## src/rtl/hdc_best_match.sv

```systemverilog
// hdc_best_match: best-match selector for one query's stream of candidate
// Hamming distances. It tracks the best distance, its index and (optionally)
// the second-best distance. When the query closes it emits one registered
// result pulse carrying an accept/reject decision.
//
// Optional feature macro: HDC_RATIO_TEST_EN
//   defined   -> track the second-best distance and require the Lowe ratio
//                4*best < 3*second for acceptance
//   undefined -> no second-best tracking, second_dist is constant 8'hFF
//
// state     | meaning
// ----------+--------------------------------------------------------------
// ST_IDLE   | no query open; the next valid candidate becomes index 0
// ST_SCAN   | query open; candidates update the running best/second/index
module hdc_best_match #(
  parameter int IDX_W       = 10,
  parameter int DIST_THRESH = 64
) (
  input  logic             clk,
  input  logic             rst,
  input  logic             cand_valid,
  input  logic [7:0]       distance,
  input  logic             cand_last,
  output logic             match_valid,
  output logic [IDX_W-1:0] best_idx,
  output logic [7:0]       best_dist,
  output logic [7:0]       second_dist,
  output logic             match_ok,
  output logic             match_ovf
);

  typedef enum logic {ST_IDLE, ST_SCAN} state_e;

  localparam logic [IDX_W-1:0] IDX_MAX  = '1;
  localparam logic [IDX_W-1:0] IDX_ONE  = IDX_W'(1);
  localparam logic [8:0]       THRESH_C = 9'(DIST_THRESH);

  state_e           state_q;
  logic [IDX_W-1:0] cur_idx_q, cur_idx_d;
  logic [IDX_W-1:0] run_idx_q, run_idx_d;
  logic [7:0]       run_best_q, run_best_d;

  logic             match_valid_q;
  logic [IDX_W-1:0] best_idx_q;
  logic [7:0]       best_dist_q;
  logic             match_ok_q, match_ok_d;
  logic             match_ovf_q, match_ovf_d;
  logic             close_d;
  logic             thresh_ok;

`ifdef HDC_RATIO_TEST_EN
  logic [7:0]       run_second_q, run_second_d;
  logic [7:0]       second_dist_q;
  logic [9:0]       best_x4, second_x3;
`endif

  // Running-state update for the candidate presented this cycle
  always_comb begin
    cur_idx_d  = '0;
    run_idx_d  = run_idx_q;
    run_best_d = run_best_q;
`ifdef HDC_RATIO_TEST_EN
    run_second_d = run_second_q;
`endif
    if (state_q == ST_IDLE) begin
      cur_idx_d  = '0;
      run_idx_d  = '0;
      run_best_d = distance;
`ifdef HDC_RATIO_TEST_EN
      run_second_d = 8'hFF;
`endif
    end else begin
      cur_idx_d = cur_idx_q + IDX_ONE;
      // strict compare: an equal distance never displaces the earlier best
      if (distance < run_best_q) begin
        run_best_d = distance;
        run_idx_d  = cur_idx_d;
`ifdef HDC_RATIO_TEST_EN
        run_second_d = run_best_q;
`endif
      end
`ifdef HDC_RATIO_TEST_EN
      else if (distance < run_second_q) begin
        run_second_d = distance;
      end
`endif
    end
  end

  // Close detection and accept decision on the post-update values
  always_comb begin
    close_d     = cand_last || (cur_idx_d == IDX_MAX);
    match_ovf_d = !cand_last && (cur_idx_d == IDX_MAX);
    thresh_ok   = ({1'b0, run_best_d} <= THRESH_C);
`ifdef HDC_RATIO_TEST_EN
    best_x4    = {run_best_d, 2'b00};
    second_x3  = {2'b00, run_second_d} + {1'b0, run_second_d, 1'b0};
    match_ok_d = thresh_ok && (best_x4 < second_x3);
`else
    match_ok_d = thresh_ok;
`endif
  end

  // Query FSM, running state and registered result outputs
  always_ff @(posedge clk or posedge rst) begin
    if (rst) begin
      state_q       <= ST_IDLE;
      cur_idx_q     <= '0;
      run_idx_q     <= '0;
      run_best_q    <= 8'hFF;
      match_valid_q <= 1'b0;
      best_idx_q    <= '0;
      best_dist_q   <= 8'h00;
      match_ok_q    <= 1'b0;
      match_ovf_q   <= 1'b0;
`ifdef HDC_RATIO_TEST_EN
      run_second_q  <= 8'hFF;
      second_dist_q <= 8'hFF;
`endif
    end else begin
      match_valid_q <= 1'b0;
      if (cand_valid) begin
        if (close_d) begin
          match_valid_q <= 1'b1;
          best_idx_q    <= run_idx_d;
          best_dist_q   <= run_best_d;
          match_ok_q    <= match_ok_d;
          match_ovf_q   <= match_ovf_d;
          state_q       <= ST_IDLE;
          cur_idx_q     <= '0;
          run_idx_q     <= '0;
          run_best_q    <= 8'hFF;
`ifdef HDC_RATIO_TEST_EN
          second_dist_q <= run_second_d;
          run_second_q  <= 8'hFF;
`endif
        end else begin
          state_q    <= ST_SCAN;
          cur_idx_q  <= cur_idx_d;
          run_idx_q  <= run_idx_d;
          run_best_q <= run_best_d;
`ifdef HDC_RATIO_TEST_EN
          run_second_q <= run_second_d;
`endif
        end
      end
    end
  end

  assign match_valid = match_valid_q;
  assign best_idx    = best_idx_q;
  assign best_dist   = best_dist_q;
  assign match_ok    = match_ok_q;
  assign match_ovf   = match_ovf_q;
`ifdef HDC_RATIO_TEST_EN
  assign second_dist = second_dist_q;
`else
  assign second_dist = 8'hFF;
`endif

endmodule

```

## config.mk

```make
export PLATFORM = sky130hd
export DESIGN_NAME = hdc_best_match
export DESIGN_NICKNAME = d
export VERILOG_FILES = /design/src/rtl/hdc_best_match.sv
export SDC_FILE = /design/constraint.sdc
export NUM_CORES = 1
export LEC_CHECK = 0
export ABC_AREA = 1
export CORE_MARGIN = 2
export CORE_UTILIZATION = 45
export CTS_CLUSTER_DIAMETER = 50
export DETAILED_ROUTE_END_ITERATION = 8
export PLACE_DENSITY = 0.68
export SLEW_MARGIN = 40
export SYNTH_ARGS = -nofsm -noshare
export SYNTH_HDL_FRONTEND = slang
export SYNTH_SLANG_ARGS = --single-unit
```

## constraint.sdc

```tcl
create_clock -name clk -period 3.1 [get_ports clk]
set_input_delay 0.31 -clock clk [delete_from_list [all_inputs] [get_ports clk]]
set_output_delay 0.31 -clock clk [all_outputs]
set_load 0.1 [all_outputs]
```

---- After elaboration in Yosys (flattened, before gate mapping) ----
Cells that the tools add are included.
cells by class
  add/sub/neg operators ................... 1
  $lt $le $gt $ge ......................... 2
  equal/unequal tests ..................... 1
  mux-type cells .......................... 11
  reductions and logical operators ........ 4
operators by type and width
  operator               count
  $mux 10                5
  $mux 8                 3
  $add 10x1->10 const B  1
  $eq 10x10->1 const B   1
  $le 8x7->1 const B     1
  $lt 8x8->1             1
  $mux 1                 3
  $reduce_and 2->1       1
  $logic_and 1x1->1      1
  $logic_not 1->1        1
  $logic_or 1x1->1       1
storage, ports and cells
  bits in registers ....................... 50
  input port bits ......................... 12
  output and inout bits ................... 29
  word-level logic and storage cells ...... 28

---- Depth between registers and ports, before layout ----
  depth in word-level cells ............... 6
  gate-level depth with buffers ........... 16
  gate-level depth less buffers ........... 16

---- Least setup slack after synthesis ----
OpenSTA, ideal clock, no wires.
  kind .................................... reg2reg
  start point ............................. register run_best_q[7]
  end point ............................... register match_ok_q (netlist: match_ok)
  library setup time ...................... 0.120 ns
  arrival time ............................ 1.959 ns
  data required time ...................... 2.980 ns
  slack ................................... 1.021 ns
  stages on the path, launching flop included .. 12
  path buffers ............................ 1
  clock period less this slack ............ 2.079 ns
  cell sequence ........................... dfstp_2 inv_1 ha_1 nand2_1 o21a_1 nand2_2 nand2_2 buf_2 o21ai_0 nor2_4 nand2_1 nand2_1
on the way
  word-level cells in the longest chain between the ends .. 4
RTL lines
  item                      RTL line  source
  start: declaration        41        logic [7:0] run_best_q, run_best_d;
  start signal: assignment  141       run_best_q <= run_best_d;
  $lt 8x8->1                75        if (distance < run_best_q) begin
  $mux 8 *                  75
  $mux 8 *                  65        if (state_q == ST_IDLE) begin
  $le 8x7->1 *              94        thresh_ok = ({1'b0, run_best_d} <= THRESH_C);
  end signal: assignment    127       match_ok_q <= match_ok_d;
  end: declaration          46        logic match_ok_q, match_ok_d;
Mark *: on every way between the ends. The rest lies on a longest branch, timed or not.
A chain may end at the register's enable or synchronous reset.

---- Worst setup path in the final report ----
  start point ............................. register run_best_q[7]
  end point ............................... register run_best_q[7]
on the way
  word-level cells in the longest chain between the ends .. 4
RTL lines
  item        RTL line  source
  $lt 8x8->1  75
  $mux 8 *    75
  $mux 8 *    65
  $mux 8 *    123       if (close_d) begin
Marked as above.

==> impl_metrics.env <==
export IMPL_status="completed"
export IMPL_cts_root_buffer="clkbuf_8"
export IMPL_final_min_clock_period_ns=2.446
export IMPL_synth_async_reset_ratio_pct=100.0
export IMPL_clkLatencyLatePin_ns=0.32
export IMPL_synth_top_area_share_pct=39.12
export IMPL_fin_crit_sh_pct=78.91
export IMPL_synth_warnings=0
export IMPL_numCtsBuffers=5
export IMPL_cts_resized_gates=0
export IMPL_netlist_area_um2=2686
export IMPL_grt_pass1_wl_um=9508
export IMPL_setup_slack_ns=0.6538
export IMPL_ir_drop_mv=0.4005
export IMPL_rows=28
export IMPL_slew_headroom_pct=58.99
export IMPL_nets=381
export IMPL_wl_per_cell_um=12.53
export IMPL_cts_clk_slew_worst_paths_ns=0.11
export IMPL_ys_flop_type="dfrtp_1"
export IMPL_pre_cts_ws_ns=0.4682
export IMPL_die_x_um=81.27
export IMPL_core_area_um2=5851
export IMPL_critPathMaxFanout=17
export IMPL_cts_buffer_depth=2
export IMPL_areaGrowthSynthToFinish_pct=11.83
export IMPL_rsz0062_at_grt="false"
export IMPL_port_buffers=32
export IMPL_vias=2157
export IMPL_syn_area_per_cell_um2=8.067
export IMPL_antenna_found_initial=0
export IMPL_hold_class="input port to async pin"
export IMPL_grt_max_degree=51
export IMPL_clock_fmax_ghz=0.4088
export IMPL_final_hold_viol_count=0
export IMPL_drt_wl_total_um=5475
export IMPL_final_util_pct=51.35
export IMPL_crit_buf_inv=2
export IMPL_drc=0
export IMPL_slowest_stage="dfstp_2"
export IMPL_path_class="flop to flop"
export IMPL_setup_viol=0
export IMPL_dp_hpwl_um=3859
export IMPL_track_usage_pct=18.63
export IMPL_drtAntennaViolNets=0
export IMPL_start_util_pct=45.92
export IMPL_postCtsSetupBuffers=0
export IMPL_grt_overflow=0
export IMPL_cts_hold_buf=0
export IMPL_diodes=0
export IMPL_drive_gt1_share_pct=18.23
export IMPL_syn_inst=333
export IMPL_ys_seq_area_share_pct=46.95
export IMPL_drv_slew=0
export IMPL_tns_ns=0
export IMPL_end_kind="flop"
export IMPL_crit_arrival_ns=2.71
export IMPL_path_delay_family="compound AO/OA/AOI/OAI gates"
export IMPL_htreeDepth=2
export IMPL_grt_pass1_vias=2066
export IMPL_drv_cap=0
export IMPL_die_h_um=81.27
export IMPL_cp_start_kind="flop"
export IMPL_cellPowerDensity_nw_per_um2=600.5
export IMPL_yosysUniqueCellTypes=29
export IMPL_tightest_slew_ns=0.6151
export IMPL_skew_ns=0.01278
export IMPL_via_per_inst=4.936
export IMPL_power_mw=1.804
export IMPL_cts_tree="done"
export IMPL_gp_congestion=0.8553
export IMPL_drt_iter0_drc=130
export IMPL_leakage_nw=1.552
export IMPL_firstDrtPassIters=4
export IMPL_synth_area_top_cells="dfrtp_1 (39%), nand2_1 (14%), dfstp_2 (7.8%)"
export IMPL_critical_path_required_ns=3.37
export IMPL_yosys_area_top_type="dfrtp_1"
export IMPL_die_area_um2=6604
export IMPL_critPathMaxStageDelay_ns=0.56
export IMPL_clock_sinks=50
export IMPL_ioPinCount=41
export IMPL_crit_chain="inv_1 > ha_1 > nand2_1 > o21a_1 > nand2_2 > nand2_2 > o21ai_0 > o22ai_1 > inv_1"
export IMPL_synth_edf_count=0
export IMPL_ys_ff_latch=50
-- kinds of logic after synthesis --
logic type / share of synthesized area (%)
buffers and inverters: 12.11
and+or+nand+nor: 25.94
adders and majority gates: 3.726
DFF: 46.95
other: 0.1396
xor gates and xnor gates: 0.3261
AOI/OAI and AO/OA: 10.81
-- metrics by stage --
stage	hold WS, ns	cells	area [um2]
floorplan	0.4057	340	2713
global placement	0.4654	429	2990
detailed placement	0.4598	429	2888
CTS	0.4567	437	3004
global route	0.4990	437	3004
finish	0.4283	437	3004
-- sequential cells by signal, summed over array words and instances (netlist names) --
register     flops
run_idx_q       10
state_q          1
run_best_q       8
cur_idx_q       10
best_idx        10
match_valid      1
best_dist        8
match_ovf        1
match_ok         1
-- layout make-up --
class | instances | area [um2]
clock buffer | 5 | 68.82
clock inverter | 3 | 47.55
fill | 582 | 2846
inverter | 47 | 183.9
multi-input combinational | 224 | 1126
sequential | 50 | 1261
tap | 75 | 93.84
timing repair buffer | 33 | 222.7
-- synth_stat cells, types with 2 or more instances --
cell type / number
nand2_1: 101
nor2_2: 3
a21oi_1: 8
nor2_4: 3
a22oi_1: 6
nand3_1: 12
dfstp_2: 8
buf_4: 10
o22ai_1: 12
o21ai_0: 11
nand2_2: 15
nand3_2: 3
ha_1: 8
dfrtp_1: 42
buf_6: 2
nor2_1: 17
o21ai_1: 12
buf_2: 3
clkbuf_1: 3
inv_1: 45
-- report_power, final --
part           internal (mW)  switching (mW)  total (mW)
clock network          0.245           0.237       0.482
logic                 0.0992           0.470       0.569
registers              0.718          0.0350       0.753
-- layout by cell type, fill, tap and decap left out, types with 2 or more instances in the layout --
cell type,n
a21oi_1,8
a22oi_1,6
buf_2,21
clkbuf_8,5
clkdlybuf4s50_1,11
conb_1,8
dfrtp_1,42
dfstp_2,8
ha_1,8
inv_1,44
inv_6,2
nand2_1,101
nand2_2,15
nand3_1,12
nand3_2,3
nor2_1,17
nor2_2,3
nor2_4,3
o21ai_0,11
o21ai_1,12
o22ai_1,12
-- worst register-to-register path: stages (launching register included) --
cell and delay [ns]:
dfstp_2 0.56, inv_1 0.06, ha_1 0.28, nand2_1 0.07, o21a_1 0.19, nand2_2 0.26, nand2_2 0.28, o21ai_0 0.46
o22ai_1 0.16, inv_1 0.08
-- metal layers --
metal / share of wire (%) / wire [um] / global-route usage [%]
met2: 48 / 2615 / 30.74
met3: 4.1 / 226 / 4.111
met4: 1.2 / 65 / 4.746
met1: 47 / 2568 / 24.86
met5: 0 / 0 / 0
-- path summary, 6_finish.rpt --
path	from	to	slack [ns]	cells after the start
worst max-delay path	run_best_q[7]	run_best_q[7]	0.65	9
worst min register to register	best_idx[3]	best_idx[3]	0.49	2
max in group asynchronous	rst	cur_idx_q[9]	2.25	2
worst max register to register	run_best_q[7]	run_best_q[7]	0.65	9
min in group clk	best_idx[3]	best_idx[3]	0.49	2
worst min-delay path	rst	best_idx[6]	0.43	2
Note: power is estimated with default switching activity, not from simulation.
